### config.mk
export PLATFORM = sky130hd
export DESIGN_NAME = spi_pixel_queue
export DESIGN_NICKNAME = d
export VERILOG_FILES = /design/src/rtl/sram_pkg.sv /design/src/rtl/sync_fifo.sv /design/src/rtl/spi_pixel_queue.sv
export SDC_FILE = /design/constraint.sdc
export NUM_CORES = 1
export LEC_CHECK = 0
export BUFFER_PORTS_ARGS = -buffer_cell sky130_fd_sc_hd__buf_2
export CAP_MARGIN = 20
export CORE_MARGIN = 5
export CORE_UTILIZATION = 55
export CTS_BUF_LIST = sky130_fd_sc_hd__clkbuf_16
export DETAILED_ROUTE_END_ITERATION = 12
export GPL_TIMING_DRIVEN = 0
export PLACE_DENSITY_LB_ADDON = 0.25
export SETUP_SLACK_MARGIN = 0.02
export SLEW_MARGIN = 25
export SYNTH_ARGS = -nofsm -noshare
export SYNTH_HDL_FRONTEND = slang
export SYNTH_HIERARCHICAL = 1
export SYNTH_SLANG_ARGS = --single-unit
### constraint.sdc
create_clock -name clk -period 6.8 [get_ports clk]
set_clock_uncertainty 0.1 [all_clocks]
set_input_delay 1.36 -clock clk [delete_from_list [all_inputs] [get_ports clk]]
set_output_delay 1.36 -clock clk [all_outputs]
set_load 0.005 [all_outputs]
### src/rtl/sram_pkg.sv
// Shared types and helpers for the SPI pixel path into the SRAM wrapper.
// Entry layout, resolution defaults and the wrapper's SPI commit condition.
package sram_pkg;

  localparam int X_RES_DEF = 800;
  localparam int Y_RES_DEF = 600;
  localparam int COORD_W   = 12;
  localparam int PIX_W     = 16;

  typedef struct packed {
    logic [COORD_W-1:0] x;
    logic [COORD_W-1:0] y;
    logic [PIX_W-1:0]   pixel;
  } q_entry_t;

  localparam int ENTRY_W = $bits(q_entry_t);

  // The wrapper commits an SPI write exactly when nothing else is
  // competing for the port; mirror that so pops track real writes.
  function automatic logic spi_pop(
    input logic active,
    input logic req,
    input logic adc
  );
    return active & ~req & ~adc;
  endfunction

endpackage

### src/rtl/sync_fifo.sv
// Generic show-ahead FIFO with registered head, level, full and empty.
// The head register holds its last value while the FIFO is empty.
module sync_fifo #(
  parameter int W     = 40,
  parameter int DEPTH = 16
) (
  input  logic                     clk,
  input  logic                     rst,
  input  logic                     push,
  input  logic [W-1:0]             din,
  input  logic                     pop,
  output logic [W-1:0]             dout,
  output logic [$clog2(DEPTH):0]   level,
  output logic                     full,
  output logic                     empty
);

  localparam int AW = $clog2(DEPTH);

  logic [W-1:0]  mem [DEPTH];
  logic [AW-1:0] wr_ptr;
  logic [AW-1:0] rd_ptr;
  logic [AW:0]   lvl_nx;
  logic          do_push;
  logic          do_pop;

  assign do_push = push & ~full;
  assign do_pop  = pop & ~empty;

  // Next occupancy from the accepted push/pop pair.
  always_comb begin
    lvl_nx = level;
    if (do_push && !do_pop)
      lvl_nx = level + 1'b1;
    else if (!do_push && do_pop)
      lvl_nx = level - 1'b1;
  end

  // Storage array, written only at the tail; no reset needed.
  always_ff @(posedge clk) begin
    if (do_push)
      mem[wr_ptr] <= din;
  end

  // Pointers, status flags and the show-ahead head register.
  always_ff @(posedge clk) begin
    if (rst) begin
      wr_ptr <= '0;
      rd_ptr <= '0;
      level  <= '0;
      full   <= 1'b0;
      empty  <= 1'b1;
      dout   <= '0;
    end else begin
      if (do_push)
        wr_ptr <= wr_ptr + 1'b1;
      if (do_pop)
        rd_ptr <= rd_ptr + 1'b1;
      level <= lvl_nx;
      full  <= (lvl_nx == (AW+1)'(DEPTH));
      empty <= (lvl_nx == '0);
      if (do_push && (do_pop ? (level == 1) : empty))
        dout <= din;
      else if (do_pop && level > 1)
        dout <= mem[rd_ptr + 1'b1];
    end
  end

endmodule

### src/rtl/spi_pixel_queue.sv
// Queues SPI pixels with raster x/y for the SRAM wrapper's SPI port.
// Optional drop counter: define SPI_QUEUE_DROP_COUNT_EN.
module spi_pixel_queue
  import sram_pkg::*;
#(
  parameter int X_RES = X_RES_DEF,
  parameter int Y_RES = Y_RES_DEF,
  parameter int DEPTH = 16
) (
  input  logic                     clk,
  input  logic                     rst,
  input  logic                     origin_load,
  input  logic [COORD_W-1:0]       origin_x,
  input  logic [COORD_W-1:0]       origin_y,
  input  logic                     pixel_valid,
  input  logic [PIX_W-1:0]         pixel_data,
  output logic                     pixel_ready,
  input  logic                     request_active,
  input  logic                     adc_pixel_ready,
  output logic                     spi_active,
  output logic [PIX_W-1:0]         spi_pixel_in,
  output logic [COORD_W-1:0]       spi_pixel_x,
  output logic [COORD_W-1:0]       spi_pixel_y,
  output logic [$clog2(DEPTH):0]   level,
  output logic                     overflow,
  output logic                     origin_err,
`ifdef SPI_QUEUE_DROP_COUNT_EN
  output logic [15:0]              drop_count,
`endif
  output logic                     frame_done
);

  logic [COORD_W-1:0] cur_x, cur_y;
  logic [COORD_W-1:0] base_x, base_y;
  logic [COORD_W-1:0] nx_x, nx_y;
  logic               org_bad;
  logic               last_x, last_y;
  logic               push, full, empty, pop;
  q_entry_t           wr_ent, hd_ent;

  assign pixel_ready = ~full & ~rst;
  assign push        = pixel_valid & pixel_ready;
  assign spi_active  = ~empty;
  assign pop = spi_pop(spi_active, request_active, adc_pixel_ready);

  // Origin clamp, write coordinate selection and raster advance.
  always_comb begin
    org_bad = origin_x[COORD_W-1] | (origin_x >= COORD_W'(X_RES))
            | origin_y[COORD_W-1] | (origin_y >= COORD_W'(Y_RES));
    base_x = cur_x;
    base_y = cur_y;
    if (origin_load) begin
      base_x = org_bad ? '0 : origin_x;
      base_y = org_bad ? '0 : origin_y;
    end
    last_x = (base_x == COORD_W'(X_RES - 1));
    last_y = (base_y == COORD_W'(Y_RES - 1));
    nx_x = last_x ? '0 : base_x + 1'b1;
    nx_y = base_y;
    if (last_x)
      nx_y = last_y ? '0 : base_y + 1'b1;
    wr_ent = '{x: base_x, y: base_y, pixel: pixel_data};
  end

  sync_fifo #(
    .W     (ENTRY_W),
    .DEPTH (DEPTH)
  ) u_fifo (
    .clk   (clk),
    .rst   (rst),
    .push  (push),
    .din   (wr_ent),
    .pop   (pop),
    .dout  (hd_ent),
    .level (level),
    .full  (full),
    .empty (empty)
  );

  assign spi_pixel_in = hd_ent.pixel;
  assign spi_pixel_x  = hd_ent.x;
  assign spi_pixel_y  = hd_ent.y;

  // Cursor state, sticky error flags and end-of-frame pulse.
  always_ff @(posedge clk) begin
    if (rst) begin
      cur_x      <= '0;
      cur_y      <= '0;
      overflow   <= 1'b0;
      origin_err <= 1'b0;
      frame_done <= 1'b0;
    end else begin
      if (push) begin
        cur_x <= nx_x;
        cur_y <= nx_y;
      end else if (origin_load) begin
        cur_x <= base_x;
        cur_y <= base_y;
      end
      if (pixel_valid && full)
        overflow <= 1'b1;
      if (origin_load && org_bad)
        origin_err <= 1'b1;
      frame_done <= push & last_x & last_y;
    end
  end

`ifdef SPI_QUEUE_DROP_COUNT_EN
  // Saturating count of pixels dropped against a full queue.
  always_ff @(posedge clk) begin
    if (rst)
      drop_count <= '0;
    else if (pixel_valid && full && drop_count != 16'hFFFF)
      drop_count <= drop_count + 1'b1;
  end
`endif

endmodule

==> out/metrics.csv <==
stage;metric;value;unit
run_status;status;finished, final reports clean;
route;via_per_inst;6.396;
worst_setup_path;cp-end-kind;flop;
floorplanning;die_area;58480;um^2
worst_setup_path;slowest_delay;0.70;ns
yosys;ys_async_sr_fraction;0;%
route;wl;78.64;mm
power;seq_power_share;54.5;%
grt;grt_pass1_wl;116.7;mm
clock_network;cts_tree;yes;
worst_setup_path;cp-startpoint;origin_x[10];
worst_setup_path;critical-path-top-delay-family;simple AND/OR/NAND/NOR gates;
place;port_buffers;94;
yosys;synthesis.area;29560;um^2
power;switchingPower;0.001898;W
route;drt_first_pass_iters;5;
worst_setup_path;cp_num_buf_inv;2;
worst_setup_path;cp_cell_sequence;buf_2 > nor4_4 > nand3_1 > nor2_1 > a22o_1 > ha_1 > nor2b_1 > o21ai_0 > or2_1 > buf_6 > or4_4 > xnor2_1 > nor2_1;
hold_path;hold_class;flop to flop;
finish;area_growth;15.19;%
timing;finalHoldViolCount;0;
timing;slew_headroom;30.19;%
timing;setup_tns;0;ns
floorplanning;die_y;241.8;um
job;drv_cap;0;
grt;grt_max_degree;26;
timing;finalCritPeriodShare;74.43;%
power;pwr-share-clk;41.0;%
place;pre_cts_ws;1.202;ns
timing;rsz0062_at_grt;no;
clock_network;cts_resized;0;
power;netSwitchingFraction;21.26;%
worst_setup_path;critPathKind;input pin to flop;
yosys;synth_edf_count;640;
yosys;ys_ff_latch;722;
grt;grt_usage;26.18;%
route;drc_errors;0;
clock_network;clk_latency;0.59;ns
yosys;netlist.top_cell.by_area;edfxtp_1;
finish;finalNonFillerCells;2909;
floorplanning;rows;85;
clock_network;ctsHoldBuffers;0;
worst_setup_path;reg2regPathDepth;10;
floorplanning;fp.coreArea;53500;um^2
yosys;avgSynthCellArea;15.25;um^2
power;internal_power;0.007031;W
worst_setup_path;cp_common_cell;nor2_1;
route;drt_iter0_drc;1866;
power;powerDensity;262.2;nW/um^2
timing;maxSlewViolCount;0;
worst_setup_path;path_depth;13;
timing;holdWs;0.3748;ns
yosys;ys_top_cells_by_count;640 x edfxtp_1, 176 x nand3_1, 167 x mux2i_1, 161 x mux2_2, 121 x o22ai_1;
clock_network;cts.sinks;722;
worst_setup_path;crit_path_end;cur_y[8];
timing;fmax;0.1976;GHz
yosys;synth_area_leaders;edfxtp_1 65%, mux2_2 6.1%, mux2i_1 5.7%, dfxtp_1 5.6%, nand3_1 3.0%;
worst_setup_path;timing.rr.end;u_fifo/mem[1][0];
timing;worst_pin_slew;1.047;ns
timing;min_period;5.061;ns
yosys;yosys.cell_types.count;66;
floorplanning;start_util;55.26;%
timing;fin_ws;1.739;ns
finish;fin_nets;2214;
worst_setup_path;slowest_stage;a22o_1;
route;ant_nets;0;
worst_setup_path;worstPathArrival;5.42;ns
worst_setup_path;r2r-start;u_fifo/full;
yosys;synth_most_common_cell;edfxtp_1;
place;gp_congestion;0.8674;
timing;setup_viol;0;
grt;gr-total-overflow;0;
floorplanning;pin_count;96;
worst_setup_path;critPathRequiredTime;7.16;ns
yosys;syn_nets;1994;
worst_setup_path;critPathLaunchType;input pin;
yosys;ys.flop_type;edfxtp_1;
yosys;yosys.area.top_type_share;65.01;%
power;p_comb_share;4.6;%
power;p_leak;11.23;nW
yosys;synth_warnings;6;
worst_setup_path;crit_fanout;20;
clock_network;clk_pin_slew;0.06;ns
place;dp_hpwl;51.45;mm
worst_setup_path;r2r_setup_slack;3.06;ns
floorplanning;die_w;241.8;um
route;wl_per_cell;27.03;um
yosys;yosysSeqAreaShare;70.57;%
clock_network;cts_root_buf;clkbuf_16;
yosys;netlist_instances;1938;
power;ir_worst_vdd;167.2;uV
clock_network;postCtsSetupBuffers;0;
clock_network;clockBufferDepth;3;
clock_network;htree_levels;3;
finish;drive_gt1_share;21.47;%
grt;grt_pass1_vias;18690;
clock_network;cts_buffers;73;
route;vias;18610;
grt;antenna_found_initial;0;
place;dp_cells;2779;
power;p_total;0.008929;W
==> kinds of logic after synthesis <==
logic type      count (synthesis)  synth area share, %
fa+ha+maj                      10               0.4233
compound gates                302                7.234
buf+inv                       147                2.061
simple gates                  404                7.187
flops                         722                70.57
mux                           328                11.79
xor+xnor                       25               0.7407
==> metal layers <==
| metal | part of all wire [%] | track usage, % | vias up |
|---|---|---|---|
| li1 | - | - | 8151 |
| met1 | 39 | 34.61 | 9247 |
| met2 | 48 | 43.15 | 1035 |
| met3 | 9.9 | 5.775 | 172 |
| met4 | 3.3 | 9.634 | 0 |
| met5 | 0 | 0 | - |
==> worst min path at each step <==
stage | start | to | cells past startpoint | slack, ns
floorplan | u_fifo/rd_ptr[1] | u_fifo/rd_ptr[1] | 2 | 0.35
global placement | overflow | overflow | 2 | 0.35
detailed placement | overflow | overflow | 2 | 0.36
CTS | origin_err | origin_err | 2 | 0.38
global route | origin_err | origin_err | 2 | 0.40
finish | origin_err | origin_err | 2 | 0.37
==> worst register-to-register path, delay by kind of cell (launching register included) <==
kind / cells / cell delay (ns)
buffers and inverters: 5 / 1.37
DFF: 1 / 0.33
and+or+nand+nor: 5 / 1.64
==> cell usage in the layout, fill, tap and decap left out, types with 6 or more instances in the layout <==
cell type	Yosys	layout
a21oi_1	59	58
a22oi_1	41	41
buf_1	9	9
buf_12	0	6
buf_16	0	18
buf_2	28	122
buf_4	2	19
buf_6	2	12
clkbuf_1	90	90
clkbuf_16	0	73
clkinv_1	2	24
clkinv_2	0	10
dfxtp_1	82	82
edfxtp_1	640	640
ha_1	10	10
inv_1	12	29
mux2_2	161	161
mux2i_1	167	167
nand2_1	43	43
nand2b_1	8	8
nand3_1	176	176
nand4_1	48	48
nor2_1	51	33
nor2_2	1	7
nor2_4	0	12
nor2b_1	17	14
nor3_1	24	20
o21ai_0	10	10
o22ai_1	121	121
o32a_1	40	40
xnor2_1	17	17
xor2_1	8	8
==> state kept, by name (all words and copies together) (netlist names) <==
register       flops
u_fifo/rd_ptr      4
origin_err         1
cur_y             12
u_fifo/level       5
u_fifo/mem       640
u_fifo/dout       40
frame_done         1
overflow           1
u_fifo/full        1
u_fifo/empty       1
cur_x             12
u_fifo/wr_ptr      4
==> metrics by stage <==
| stage | cell area (um^2) | utilization, % |
|---|---|---|
| 2_1_floorplan | 29560 | - |
| 3_3_place_gp | 30900 | 57.77 |
| 3_5_place_dp | 31890 | 59.62 |
| 4_1_cts | 34030 | 63.62 |
| 5_1_grt | 34050 | 63.65 |
| 6_report | 34050 | 63.65 |
==> area by class of cell <==
cell class / instances / area (um^2)
Clock buffer: 73 / 1827
Buffer: 131 / 549.3
Multi-Input combinational cell: 1069 / 8240
Clock inverter: 56 / 315.3
Fill cell: 3883 / 19440
Timing Repair Buffer: 145 / 1326
Tap cell: 696 / 870.8
Antenna cell: 1 / 2.502
Inverter: 16 / 60.06
Sequential cell: 722 / 20860
==> power groups by stage <==
stage | Sequential, W | Combinational, W | Clock, W
2_1_floorplan | 0.00495 | 0.000222 | 0
3_3_place_gp | 0.00496 | 0.000374 | 0
3_5_place_dp | 0.00496 | 0.000397 | 0
4_1_cts | 0.00486 | 0.000400 | 0.00369
5_1_grt | 0.00486 | 0.000433 | 0.00389
6_report | 0.00486 | 0.000407 | 0.00366
No activity file was read; power rests on OpenSTA's default activity.
